--- src/rtl/axil_decoder_1to2.sv ---
// AXI4-Lite 1-to-2 decoder between the core and memory (slave 0) / UART (slave 1).
// Unmapped accesses are completed locally with a default response and flagged on decode_err.
module axil_decoder_1to2 #(
  parameter logic [31:0] S0_BASE       = 32'h0000_0000,
  parameter logic [31:0] S0_MASK       = 32'hFFFF_0000,
  parameter logic [31:0] S1_BASE       = 32'h0200_0000,
  parameter logic [31:0] S1_MASK       = 32'hFFFF_FF00,
  parameter logic [31:0] DEFAULT_RDATA = 32'hDEAD_BEEF
) (
  input  logic        clk,
  input  logic        reset,
  input  logic        s_axi_awvalid,
  output logic        s_axi_awready,
  input  logic [31:0] s_axi_awaddr,
  input  logic [2:0]  s_axi_awprot,
  input  logic        s_axi_wvalid,
  output logic        s_axi_wready,
  input  logic [31:0] s_axi_wdata,
  input  logic [3:0]  s_axi_wstrb,
  output logic        s_axi_bvalid,
  input  logic        s_axi_bready,
  input  logic        s_axi_arvalid,
  output logic        s_axi_arready,
  input  logic [31:0] s_axi_araddr,
  input  logic [2:0]  s_axi_arprot,
  output logic        s_axi_rvalid,
  input  logic        s_axi_rready,
  output logic [31:0] s_axi_rdata,
  output logic        m0_axi_awvalid,
  input  logic        m0_axi_awready,
  output logic [31:0] m0_axi_awaddr,
  output logic [2:0]  m0_axi_awprot,
  output logic        m0_axi_wvalid,
  input  logic        m0_axi_wready,
  output logic [31:0] m0_axi_wdata,
  output logic [3:0]  m0_axi_wstrb,
  input  logic        m0_axi_bvalid,
  output logic        m0_axi_bready,
  output logic        m0_axi_arvalid,
  input  logic        m0_axi_arready,
  output logic [31:0] m0_axi_araddr,
  output logic [2:0]  m0_axi_arprot,
  input  logic        m0_axi_rvalid,
  output logic        m0_axi_rready,
  input  logic [31:0] m0_axi_rdata,
  output logic        m1_axi_awvalid,
  input  logic        m1_axi_awready,
  output logic [31:0] m1_axi_awaddr,
  output logic [2:0]  m1_axi_awprot,
  output logic        m1_axi_wvalid,
  input  logic        m1_axi_wready,
  output logic [31:0] m1_axi_wdata,
  output logic [3:0]  m1_axi_wstrb,
  input  logic        m1_axi_bvalid,
  output logic        m1_axi_bready,
  output logic        m1_axi_arvalid,
  input  logic        m1_axi_arready,
  output logic [31:0] m1_axi_araddr,
  output logic [2:0]  m1_axi_arprot,
  input  logic        m1_axi_rvalid,
  output logic        m1_axi_rready,
  input  logic [31:0] m1_axi_rdata,
  output logic        decode_err,
  output logic [2:0]  w_state_dbg,
  output logic [2:0]  r_state_dbg
);

  // Handshake rule on every channel: a beat transfers on a rising edge where valid && ready;
  // a raised valid holds with a stable payload until that edge; ready may lead or follow valid.
  typedef enum logic [2:0] {W_IDLE, W_DATA, W_ISSUE, W_RESP, W_LOCAL} w_state_t;
  typedef enum logic [2:0] {R_IDLE, R_ISSUE, R_DATA, R_LOCAL} r_state_t;

  // Returns {mapped, select}; slave 1 wins an overlap.
  function automatic logic [1:0] decode(input logic [31:0] a);
    if ((a & S1_MASK) == S1_BASE)      return 2'b11;
    else if ((a & S0_MASK) == S0_BASE) return 2'b10;
    else                               return 2'b00;
  endfunction

  w_state_t    w_state;
  r_state_t    r_state;
  logic        aw_rdy, ar_rdy;
  logic [31:0] aw_addr_q, w_data_q, ar_addr_q;
  logic [2:0]  aw_prot_q, ar_prot_q;
  logic [3:0]  w_strb_q;
  logic        w_sel, w_map, r_sel;
  logic        aw_done, w_done;
  logic        w_err, r_err;

  logic [1:0]  w_dec, r_dec;
  logic        sel_awready, sel_wready, sel_bvalid, sel_arready, sel_rvalid;
  logic [31:0] sel_rdata;
  logic        issue_aw, issue_w, aw_fin, w_fin, w_resp, r_issue, r_data;

  assign w_dec       = decode(s_axi_awaddr);
  assign r_dec       = decode(s_axi_araddr);
  assign sel_awready = w_sel ? m1_axi_awready : m0_axi_awready;
  assign sel_wready  = w_sel ? m1_axi_wready  : m0_axi_wready;
  assign sel_bvalid  = w_sel ? m1_axi_bvalid  : m0_axi_bvalid;
  assign sel_arready = r_sel ? m1_axi_arready : m0_axi_arready;
  assign sel_rvalid  = r_sel ? m1_axi_rvalid  : m0_axi_rvalid;
  assign sel_rdata   = r_sel ? m1_axi_rdata   : m0_axi_rdata;

  assign issue_aw = (w_state == W_ISSUE) && !aw_done;
  assign issue_w  = (w_state == W_ISSUE) && !w_done;
  assign aw_fin   = aw_done || sel_awready;
  assign w_fin    = w_done || sel_wready;
  assign w_resp   = (w_state == W_RESP);
  assign r_issue  = (r_state == R_ISSUE);
  assign r_data   = (r_state == R_DATA);

  always_ff @(posedge clk) begin
    if (reset) begin
      w_state   <= W_IDLE;
      aw_rdy    <= 1'b0;
      aw_addr_q <= '0;
      aw_prot_q <= '0;
      w_data_q  <= '0;
      w_strb_q  <= '0;
      w_sel     <= 1'b0;
      w_map     <= 1'b0;
      aw_done   <= 1'b0;
      w_done    <= 1'b0;
      w_err     <= 1'b0;
    end else begin
      w_err <= 1'b0;
      case (w_state)
        W_IDLE: begin
          aw_rdy <= 1'b1;
          if (s_axi_awvalid && aw_rdy) begin
            aw_addr_q <= s_axi_awaddr;
            aw_prot_q <= s_axi_awprot;
            w_map     <= w_dec[1];
            w_sel     <= w_dec[0];
            aw_rdy    <= 1'b0;
            w_state   <= W_DATA;
          end
        end
        W_DATA: begin
          if (s_axi_wvalid) begin
            w_data_q <= s_axi_wdata;
            w_strb_q <= s_axi_wstrb;
            aw_done  <= 1'b0;
            w_done   <= 1'b0;
            if (w_map) begin
              w_state <= W_ISSUE;
            end else begin
              w_err   <= 1'b1;
              w_state <= W_LOCAL;
            end
          end
        end
        W_ISSUE: begin
          aw_done <= aw_fin;
          w_done  <= w_fin;
          if (aw_fin && w_fin) begin
            aw_done <= 1'b0;
            w_done  <= 1'b0;
            w_state <= W_RESP;
          end
        end
        W_RESP: begin
          if (sel_bvalid && s_axi_bready) begin
            aw_rdy  <= 1'b1;
            w_state <= W_IDLE;
          end
        end
        W_LOCAL: begin
          if (s_axi_bready) begin
            aw_rdy  <= 1'b1;
            w_state <= W_IDLE;
          end
        end
        default: w_state <= W_IDLE;
      endcase
    end
  end

  always_ff @(posedge clk) begin
    if (reset) begin
      r_state   <= R_IDLE;
      ar_rdy    <= 1'b0;
      ar_addr_q <= '0;
      ar_prot_q <= '0;
      r_sel     <= 1'b0;
      r_err     <= 1'b0;
    end else begin
      r_err <= 1'b0;
      case (r_state)
        R_IDLE: begin
          ar_rdy <= 1'b1;
          if (s_axi_arvalid && ar_rdy) begin
            ar_addr_q <= s_axi_araddr;
            ar_prot_q <= s_axi_arprot;
            r_sel     <= r_dec[0];
            ar_rdy    <= 1'b0;
            if (r_dec[1]) begin
              r_state <= R_ISSUE;
            end else begin
              r_err   <= 1'b1;
              r_state <= R_LOCAL;
            end
          end
        end
        R_ISSUE: if (sel_arready) r_state <= R_DATA;
        R_DATA: begin
          if (sel_rvalid && s_axi_rready) begin
            ar_rdy  <= 1'b1;
            r_state <= R_IDLE;
          end
        end
        R_LOCAL: begin
          if (s_axi_rready) begin
            ar_rdy  <= 1'b1;
            r_state <= R_IDLE;
          end
        end
        default: r_state <= R_IDLE;
      endcase
    end
  end

  assign s_axi_awready = aw_rdy;
  assign s_axi_wready  = (w_state == W_DATA);
  assign s_axi_bvalid  = (w_state == W_LOCAL) || (w_resp && sel_bvalid);
  assign s_axi_arready = ar_rdy;
  assign s_axi_rvalid  = (r_state == R_LOCAL) || (r_data && sel_rvalid);
  assign s_axi_rdata   = (r_state == R_LOCAL) ? DEFAULT_RDATA : sel_rdata;

  // The idle slave sees every valid/ready low; its payload wires simply mirror the registers.
  assign m0_axi_awvalid = issue_aw && !w_sel;
  assign m1_axi_awvalid = issue_aw &&  w_sel;
  assign m0_axi_wvalid  = issue_w  && !w_sel;
  assign m1_axi_wvalid  = issue_w  &&  w_sel;
  assign m0_axi_bready  = w_resp && !w_sel && s_axi_bready;
  assign m1_axi_bready  = w_resp &&  w_sel && s_axi_bready;
  assign m0_axi_arvalid = r_issue && !r_sel;
  assign m1_axi_arvalid = r_issue &&  r_sel;
  assign m0_axi_rready  = r_data && !r_sel && s_axi_rready;
  assign m1_axi_rready  = r_data &&  r_sel && s_axi_rready;

  assign m0_axi_awaddr = aw_addr_q;
  assign m1_axi_awaddr = aw_addr_q;
  assign m0_axi_awprot = aw_prot_q;
  assign m1_axi_awprot = aw_prot_q;
  assign m0_axi_wdata  = w_data_q;
  assign m1_axi_wdata  = w_data_q;
  assign m0_axi_wstrb  = w_strb_q;
  assign m1_axi_wstrb  = w_strb_q;
  assign m0_axi_araddr = ar_addr_q;
  assign m1_axi_araddr = ar_addr_q;
  assign m0_axi_arprot = ar_prot_q;
  assign m1_axi_arprot = ar_prot_q;

  assign decode_err  = w_err || r_err;
  assign w_state_dbg = w_state;
  assign r_state_dbg = r_state;

endmodule

--- config.mk ---
export PLATFORM = sky130hd
export DESIGN_NAME = axil_decoder_1to2
export DESIGN_NICKNAME = d
export VERILOG_FILES = /design/src/rtl/axil_decoder_1to2.sv
export SDC_FILE = /design/constraint.sdc
export NUM_CORES = 1
export LEC_CHECK = 0
export ABC_AREA = 1
export CAP_MARGIN = 20
export CORE_AREA = 2 2 177 179
export CTS_CLUSTER_DIAMETER = 150
export DETAILED_ROUTE_END_ITERATION = 7
export DIE_AREA = 0 0 179 181
export GPL_TIMING_DRIVEN = 0
export HOLD_SLACK_MARGIN = 0.12
export SLEW_MARGIN = 10
export SYNTH_ARGS = -nofsm -noshare
export SYNTH_HDL_FRONTEND = slang
export SYNTH_SLANG_ARGS = --single-unit
--- constraint.sdc ---
create_clock -name clk -period 3.3 [get_ports clk]
set_input_delay 0.495 -clock clk [delete_from_list [all_inputs] [get_ports clk]]
set_output_delay 0.495 -clock clk [all_outputs]
set_load 0.02 [all_outputs]
=== Word-level counts from Yosys, hierarchy flattened ===
Cells that the tools add are included.

* Output and inout port bits: 266
* Register bits after elaboration: 121
* Bits of input ports: 187
* Logic and storage cells: 127

* Bitwise gates (word level): 4
* Multiplexer cells: 39
* Eq/ne operators: 18
* Reduce and logical (&&, ||, !) cells: 49

{| class="wikitable"
|+ Operators with widths
! kind !! count
|-
| logical NOT 32 bit || 2
|-
| two-way mux 32 bit || 2
|-
| == test 24 x 18 -> 1 bit, second input constant || 2
|-
| two-way mux 3 bit || 10
|-
| logical AND 1 bit || 23
|-
| two-way mux 1 bit || 16
|-
| one-hot mux 3 bit (5 select lines) || 1
|-
| == test 3 x 2 -> 1 bit, second input constant || 4
|-
| != test 2 bit, second input constant || 6
|-
| one-hot mux 3 bit (4 select lines) || 1
|-
| two-way mux 2 bit || 5
|-
| AND reduction 2 bit || 4
|-
| == test 3 x 1 -> 1 bit, second input constant || 2
|-
| logical NOT 3 bit || 2
|-
| != test 2 x 1 -> 1 bit, second input constant || 3
|-
| one-hot mux 1 bit (3 select lines) || 2
|-
| AND reduction 3 bit || 2
|-
| nonzero test 3 bit || 2
|-
| OR reduction 3 bit || 2
|-
| logical OR 1 bit || 5
|-
| AND reduction 5 bit || 1
|-
| logical NOT 1 bit || 4
|-
| NOT 1 bit || 4
|-
| one-hot mux 1 bit (2 select lines) || 2
|-
| 3 further kinds || 3
|}

=== Logic depth before layout (Yosys ltp) ===
Gate-level depths: netlist of the first run.

* Word-level depth: 6
* Depth in mapped cells: 11
* Mapped depth without buffers: 10

=== Least setup slack after synthesis of the first run ===
Ideal clock, no wire load.

* Path type: flip-flop to output port
* Start: register w_state[0], in the netlist w_state_dbg[0]
* End: output port s_axi_bvalid
* Data required time: 2.805 ns
* Path buffers: 0
* Slack: 1.520 ns
* Cell stages (with the launch flop): 3
* Arrival time: 1.285 ns
* Cell sequence: dfxtp_1 nand3_1 o21ai_0

* Longest elaborated chain between the ends: 3
* Elaborated cells between the ends (all ways): 4
* Classes of those cells: eq/ne (2); reduce/logical (2)

{| class="wikitable"
|+ RTL lines
! element !! line !! text
|-
| start, declared || 80 || <nowiki>w_state_t w_state;</nowiki>
|-
| start signal, assigned || 114 || <nowiki>w_state <= W_IDLE;</nowiki>
|-
| start signal, assigned || 136 || <nowiki>w_state <= W_DATA;</nowiki>
|-
| start signal, assigned || 146 || <nowiki>w_state <= W_ISSUE;</nowiki>
|-
| == test 3 x 2 -> 1 bit || 108 || <nowiki>assign w_resp = (w_state == W_RESP);</nowiki>
|-
| logical AND 1 bit || 225 || <nowiki>assign s_axi_bvalid = (w_state == W_LOCAL) || (w_resp && sel_bvalid);</nowiki>
|-
| logical OR 1 bit * || 225 ||
|-
| end, declared || 20 || <nowiki>output logic s_axi_bvalid,</nowiki>
|}

Mark *: on every way between the ends. The rest lies on a longest branch, timed or not.

=== Worst setup path after layout of the first run ===
* Start: register r_sel
* End: output port s_axi_rdata[22]

* Longest elaborated chain between the ends: 2

{| class="wikitable"
|+ RTL lines
! element !! line !! text
|-
| start, declared || 86 || <nowiki>logic w_sel, w_map, r_sel;</nowiki>
|-
| start signal, assigned || 195 || <nowiki>r_sel <= r_dec[0];</nowiki>
|-
| two-way mux 32 bit || 102 || <nowiki>assign sel_rdata = r_sel ? m1_axi_rdata : m0_axi_rdata;</nowiki>
|-
| two-way mux 32 bit || 228 || <nowiki>assign s_axi_rdata = (r_state == R_LOCAL) ? DEFAULT_RDATA : sel_rdata;</nowiki>
|-
| end, declared || 28 || <nowiki>output logic [31:0] s_axi_rdata,</nowiki>
|}

Every way passes these cells.

==> flow_metrics.env, run 1 <==
export IMPL_grt_pass1_wl_mm=39.9
export IMPL_cts_setup_buffers=0
export IMPL_cts_root_buf="clkbuf_16"
export IMPL_fmax_mhz=350
export IMPL_worst_slew_pin_slew_ns=0.602
export IMPL_yosysSeqAreaShare_pct=40.4
export IMPL_gp_congestion=0.796
export IMPL_p_per_area_mw_per_mm2=625
export IMPL_fin_crit_ns=2.86
export IMPL_outcome="finished, final reports clean"
export IMPL_critPathLaunch="r_sel"
export IMPL_slowest_stage="clkdlybuf4s50_1"
export IMPL_clockBufferDepth=2
export IMPL_cts_hold_buf=0
export IMPL_synthToLayoutAreaGrowth_pct=93.9
export IMPL_leakage_uw=0.00478
export IMPL_crit_arrival_ns=2.36
export IMPL_numCtsBuffers=17
export IMPL_viasPerCell=4.02
export IMPL_antenna_found_initial=0
export IMPL_worst_setup_path_start_kind="register"
export IMPL_route_vias_total=7001
export IMPL_ant_nets=0
export IMPL_crit_chain="buf_2, clkbuf_1, o21ai_0, nor2_1, clkdlybuf4s50_1"
export IMPL_crit_fanout=10
export IMPL_avgSynthCellArea_um2=6.89
export IMPL_clock_latency_ns=0.41
export IMPL_synth_area_mm2=0.00595
export IMPL_maxCapViolCount=0
export IMPL_core_area_mm2=0.0303
export IMPL_rsz0062_at_grt="no"
export IMPL_synthTopCellsByArea="dfxtp_1 40%, buf_4 14%, nor2_1 12%"
export IMPL_rows=64
export IMPL_synth_fp_nets=1051
export IMPL_die_h_um=181
export IMPL_clock_sinks=120
export IMPL_end_kind="output pin"
export IMPL_crit_type="register to output pin"
export IMPL_post_dp_cell_area_mm2=0.0110
export IMPL_cts_tree="built"
export IMPL_fp_dieArea_mm2=0.0324
export IMPL_r2r_start="w_state_dbg[0]"
export IMPL_ir_worst_vdd_mv=0.351
export IMPL_fin_nets=1520
export IMPL_grt_ovfl_total=0
export IMPL_cpLargestDelayFamily="buffers and inverters"
export IMPL_boundaryPins=453
export IMPL_final_hold_viol_count=0
export IMPL_drt_iter0_drc=258
export IMPL_crit_required_ns=2.80
export IMPL_design_area_mm2=0.0115
export IMPL_clk_transition_reported_paths_ns=0.06
export IMPL_wl_mm=27.4
export IMPL_post_route_cells_drive_above_1_share_pct=13.0
export IMPL_yosys_area_top_type="dfxtp_1"
export IMPL_worst_r2r_path_depth=7
export IMPL_ys_types=25
export IMPL_syn_inst=864
export IMPL_hold_start="reset"
export IMPL_grt_pass1_vias=6856
export IMPL_cts_resized=0
export IMPL_yosys_warnings=0
export IMPL_tns_ns=0
export IMPL_fin_skew_ns=0.00975
export IMPL_synth_top_area_share_pct=40.4
export IMPL_drv_slew=0
export IMPL_start_util_pct=19.6
export IMPL_routedWlPerCell_um=15.7
export IMPL_critPathBufInv=3
export IMPL_insertedDiodeCount=0
export IMPL_dp_hpwl_mm=22.6
export IMPL_hold_path_class="input port to register"
export IMPL_grt_start_max_net_pins=17
export IMPL_io_buffers=450
export IMPL_hold_path_depth=2
export IMPL_critPathMaxStageDelay_ns=0.67
export IMPL_crit_cells=5
export IMPL_yosys_register_bits=120
export IMPL_slew_headroom_pct=59.9
export IMPL_r2r_setup_slack_ns=1.72
export IMPL_die_w_um=179
export IMPL_drc=0
export IMPL_fin_crit_sh_pct=86.6
export IMPL_dr_pass1_iters=4
export IMPL_grtUsageTotal_pct=16.3
export IMPL_setup_viol=0
export IMPL_cts_max_level=4
[sequential cells by signal, indices dropped and copies added, names as in the netlist]
name and cells:
w_state_dbg 3, r_sel 1, w_map 1, w_done 1
m0_axi_wdata 32, m0_axi_wstrb 4, s_axi_awready 1, r_state_dbg 2
aw_done 1, m0_axi_arprot 3, w_sel 1, w_err 1
m0_axi_araddr 32, r_err 1, s_axi_arready 1, m0_axi_awaddr 32
m0_axi_awprot 3
[metrics by stage]
stage                     total power [uW]  hold WS, ns  setup WS (ns)  utilization (%)  cells
after floorplan                       3700        0.401           1.52                -    864
after global placement                5360        0.412          0.821             36.1   1710
after detailed placement              5380        0.429          0.783             36.1   1710
after CTS                             7320        0.382          0.386             38.0   1742
after global routing                  7640        0.390          0.251             38.0   1742
final                                 7220        0.401          0.442             38.0   1742
[routing by layer]
metal / GRT usage [%] / share of wire, % / vias up
li1: - / - / 3590
met1: 18.1 / 39 / 3129
met2: 30.9 / 52 / 261
met3: 3.60 / 7.0 / 21
met4: 4.07 / 1.4 / 0
met5: 0 / 0 / -
[worst paths after layout]
check,to
setup reg to reg,m0_axi_awprot[2]
hold / removal,m0_axi_araddr[7]
hold reg to reg,w_err
setup / recovery,s_axi_rdata[22]
[cell families (layout without fill, tap and decap cells)]
kind of cell / count (synthesis) / count (layout) / synth area share [%]
AO/OA/AOI/OAI: 138 / 138 / 11.6
buffers and inverters: 197 / 679 / 20.1
flip-flops: 120 / 120 / 40.4
other: 1 / 1 / 0.0630
AND/OR/NAND/NOR: 408 / 408 / 27.9
[final cells by class]
class,count,area [um2]
fillers,3154,18800
repair buffers,450,4500
flip-flops and latches,120,2400
multi-input cells,547,2360
plain buffers,151,1020
well taps,396,495
clock buffers,18,429
inverters,46,174
clock inverters,14,164
[placed cells by master, fill, tap and decap left out, drive strengths merged]
cell type,count
inv,50
bufinv,2
clkinv,5
or2,2
conb,1
o21ai,104
buf,132
dfxtp,120
nor2,196
nand2,135
clkinvlp,3
clkdlybuf4s50,450
nand3b,1
a21oi,34
nand4,3
clkbuf,37
nor3,9
nand3,62
[power breakdown]
| group | total (uW) | internal, uW | switching [uW] |
|---|---|---|---|
| clock network | 1900 | 1130 | 763 |
| registers | 2000 | 1720 | 272 |
| logic | 3320 | 1670 | 1650 |
[synth_stat cells]
cell type / count
nand2_1: 133
clkbuf_2: 1
clkinv_1: 1
nand3b_1: 1
buf_1: 2
clkinv_2: 1
conb_1: 1
clkbuf_1: 18
or2_2: 2
nor2_4: 2
buf_2: 17
o21ai_0: 90
nor2_2: 2
nand2_2: 2
nand3_1: 62
nor3_1: 9
o21ai_1: 14
buf_4: 111
nor2_1: 192
dfxtp_1: 120
inv_1: 40
buf_6: 2
inv_2: 4
a21oi_1: 34
nand4_1: 3
(Power assumes the default switching activity.)
==> run 2: changes to the inputs <==
--- a/config.mk
+++ b/config.mk
@@ -17,3 +17,4 @@
 export SYNTH_ARGS = -nofsm -noshare
 export SYNTH_HDL_FRONTEND = slang
 export SYNTH_SLANG_ARGS = --single-unit
+export TNS_END_PERCENT = 100
==> results of run 2 <==
The final DEF is identical to that of run 1; final timing and power are the same.
==> run 3: changes to the inputs <==
--- a/config.mk
+++ b/config.mk
@@ -8,7 +8,7 @@
 export ABC_AREA = 1
 export CAP_MARGIN = 20
 export CORE_AREA = 2 2 177 179
-export CTS_CLUSTER_DIAMETER = 150
+export CTS_CLUSTER_DIAMETER = 60
 export DETAILED_ROUTE_END_ITERATION = 7
 export DIE_AREA = 0 0 179 181
 export GPL_TIMING_DRIVEN = 0
@@ -17,4 +17,4 @@
 export SYNTH_ARGS = -nofsm -noshare
 export SYNTH_HDL_FRONTEND = slang
 export SYNTH_SLANG_ARGS = --single-unit
-export TNS_END_PERCENT = 100
+export TNS_END_PERCENT = 10
==> results of run 3 <==
The final DEF is identical to that of run 1; final timing and power are the same.
==> patch (settings of run 3) <==
Put a register stage on the output `decode_err`. The value now appears one clock later. The other outputs are not delayed to match.
--- a/src/rtl/axil_decoder_1to2.sv
+++ b/src/rtl/axil_decoder_1to2.sv
@@ -253,5 +253,7 @@
   assign m1_axi_arprot = ar_prot_q;
 
-  assign decode_err  = w_err || r_err;
+  always_ff @(posedge clk) begin
+    decode_err <= w_err || r_err;
+  end
   assign w_state_dbg = w_state;
   assign r_state_dbg = r_state;
Check against the original RTL: not equivalent (Yosys sat finds a counterexample within 4 cycles, from zero or initial values and one cycle with reset high).
==> patch against run 3 <==
Fmax is 0.91% higher; final cell count stayed put; synthesized cell count is 0.12% higher; largest cell class unchanged; wire length is 2.6% lower; combinational power hardly changed; power is 1.2% higher; first-iteration DRC count is 3.5% lower; final area is 0.36% higher; sequential cell count is 1 higher; worst setup slack better by 0.026 ns; area after synthesis is 0.34% higher.
==> patch: results (changes against run 3) <==
| Metric | Value |
|---|---|
| Number of iterations in the first detailed-routing pass | `6 (was 4)` |
| Met3 WL post-DR | `1650 um (was 1920 um)` |
| Global-route wire length before repair | `39600 um (was 39900 um)` |
| WP data arrival | `2.34 ns (was 2.36 ns)` |
| Placer's final routability congestion estimate | `0.860 (was 0.796)` |
| Via count of the first global-routing pass | `6716 (was 6856)` |
| Largest clock skew in the final design | `0.0141 ns (was 0.00975 ns)` |
| DRC marker count from the first detailed-route iteration | `249 (was 258)` |
| Worst IR drop on VDD | `0.325 mV (was 0.351 mV)` |
| Met2 GRT Util | `27.7% (was 30.9%)` |
| Startpoint of the lowest-slack hold path | `w_err (was reset)` |
| Dominant cells by area after synthesis | `dfxtp_1 (41%), buf_4 (14%), nor2_1 (12%) (was dfxtp_1 (40%), buf_4 (14%), nor2_1 (12%))` |
| Pin count of the biggest net entering global routing | `17 (unchanged)` |
| Share of post-route cells with drive strength above 1 | `13.0% (unchanged)` |
| Post-detailed-route via-to-cell ratio | `4.01 (was 4.02)` |
| Sequential fraction of the synthesis area | `40.6% (was 40.4%)` |
| Highest signal layer in the routed design | `met4 (unchanged)` |
| Flip-flop cell with the highest count after synthesis | `dfxtp_1 (unchanged)` |
| Total Routing Usage GR | `16.0% (was 16.3%)` |
| Post-Synthesis Net Count | `1052 (was 1051)` |
| Final routed wire length divided by cell count | `15.3 um (was 15.7 um)` |
| Global Route met1 Usage | `19.7% (was 18.1%)` |
| Sum of routed wire segments on met1 | `11600 um (was 10800 um)` |
| Worst Hold Class | `flop to flop (was input pin to flop)` |
| Met3 track demand over resource in global routing | `3.56% (was 3.60%)` |
| Synth cell count leaders | `nor2_1 (192), nand2_1 (133), dfxtp_1 (121), buf_4 (111), o21ai_0 (90) (was nor2_1 (192), nand2_1 (133), dfxtp_1 (120), buf_4 (111), o21ai_0 (90))` |
| Number of nets at the end of the flow | `1521 (was 1520)` |
| Leakage | `4.80 nW (was 4.78 nW)` |
| Met2 wire len | `13000 um (was 14300 um)` |
| Max-slew headroom | `56.6% (was 59.9%)` |
| Total inserted antenna cells | `0 (unchanged)` |
| Result of the run | `complete, no violations (unchanged)` |
| Count of cell types in the netlist | `25 (unchanged)` |
| Root Buffer | `clkbuf_16 (unchanged)` |
| Sum of net half-perimeters after detailed placement | `21800 um (was 22600 um)` |
patch: logic make-up (layout without fill, tap and decap cells):
kind of cell	after synthesis	after routing	share of synthesized area, %
AND/OR/NAND/NOR	408	408	27.8
buffers and inverters	197	678	20.0
AO/OA/AOI/OAI	138	138	11.6
flip-flops	121	121	40.6
other	1	1	0.0628
patch: path summary, 6_finish.rpt:
check / end / slack, ns / cells after the start
worst min register to register: decode_err / 0.42 / 1
worst max-delay path: s_axi_rdata[0] / 0.47 / 5
worst min-delay path: decode_err / 0.42 / 1
worst max register to register: m0_axi_wdata[23] / 1.65 / 9
patch: stage by stage:
step / setup WS (ns) / utilization (%) / instance area (sq um) / cells / hold slack, ns
final: 0.467 / 38.2 / 11600 / 1742 / 0.421
after global routing: 0.354 / 38.2 / 11600 / 1742 / 0.411
after CTS: 0.443 / 38.2 / 11600 / 1742 / 0.409
after detailed placement: 0.881 / 36.2 / 11000 / 1711 / 0.412
after global placement: 0.889 / 36.2 / 11000 / 1711 / 0.398
after floorplan: 1.52 / - / 5970 / 865 / 0.389
patch: cell type report:
class / count / area [sq um]
Tap cell: 396 / 495
Sequential cell: 121 / 2420
Clock inverter: 14 / 189
Timing Repair Buffer: 450 / 4500
Multi-Input combinational cell: 547 / 2360
Buffer: 151 / 1020
Fill cell: 3199 / 18800
Inverter: 46 / 174
Clock buffer: 17 / 425
patch: report_power, final:
| group | switching, mW | leakage (nW) | internal (mW) |
|---|---|---|---|
| clock | 0.766 | 0.295 | 1.21 |
| combinational | 1.65 | 3.52 | 1.67 |
| sequential | 0.267 | 0.986 | 1.74 |
patch: critical path: stages (launching register included):
cell,delay (ns)
dfxtp_1,0.32
buf_2,0.22
clkbuf_1,0.45
nand2_1,0.19
nand3_1,0.12
clkdlybuf4s50_1,0.62
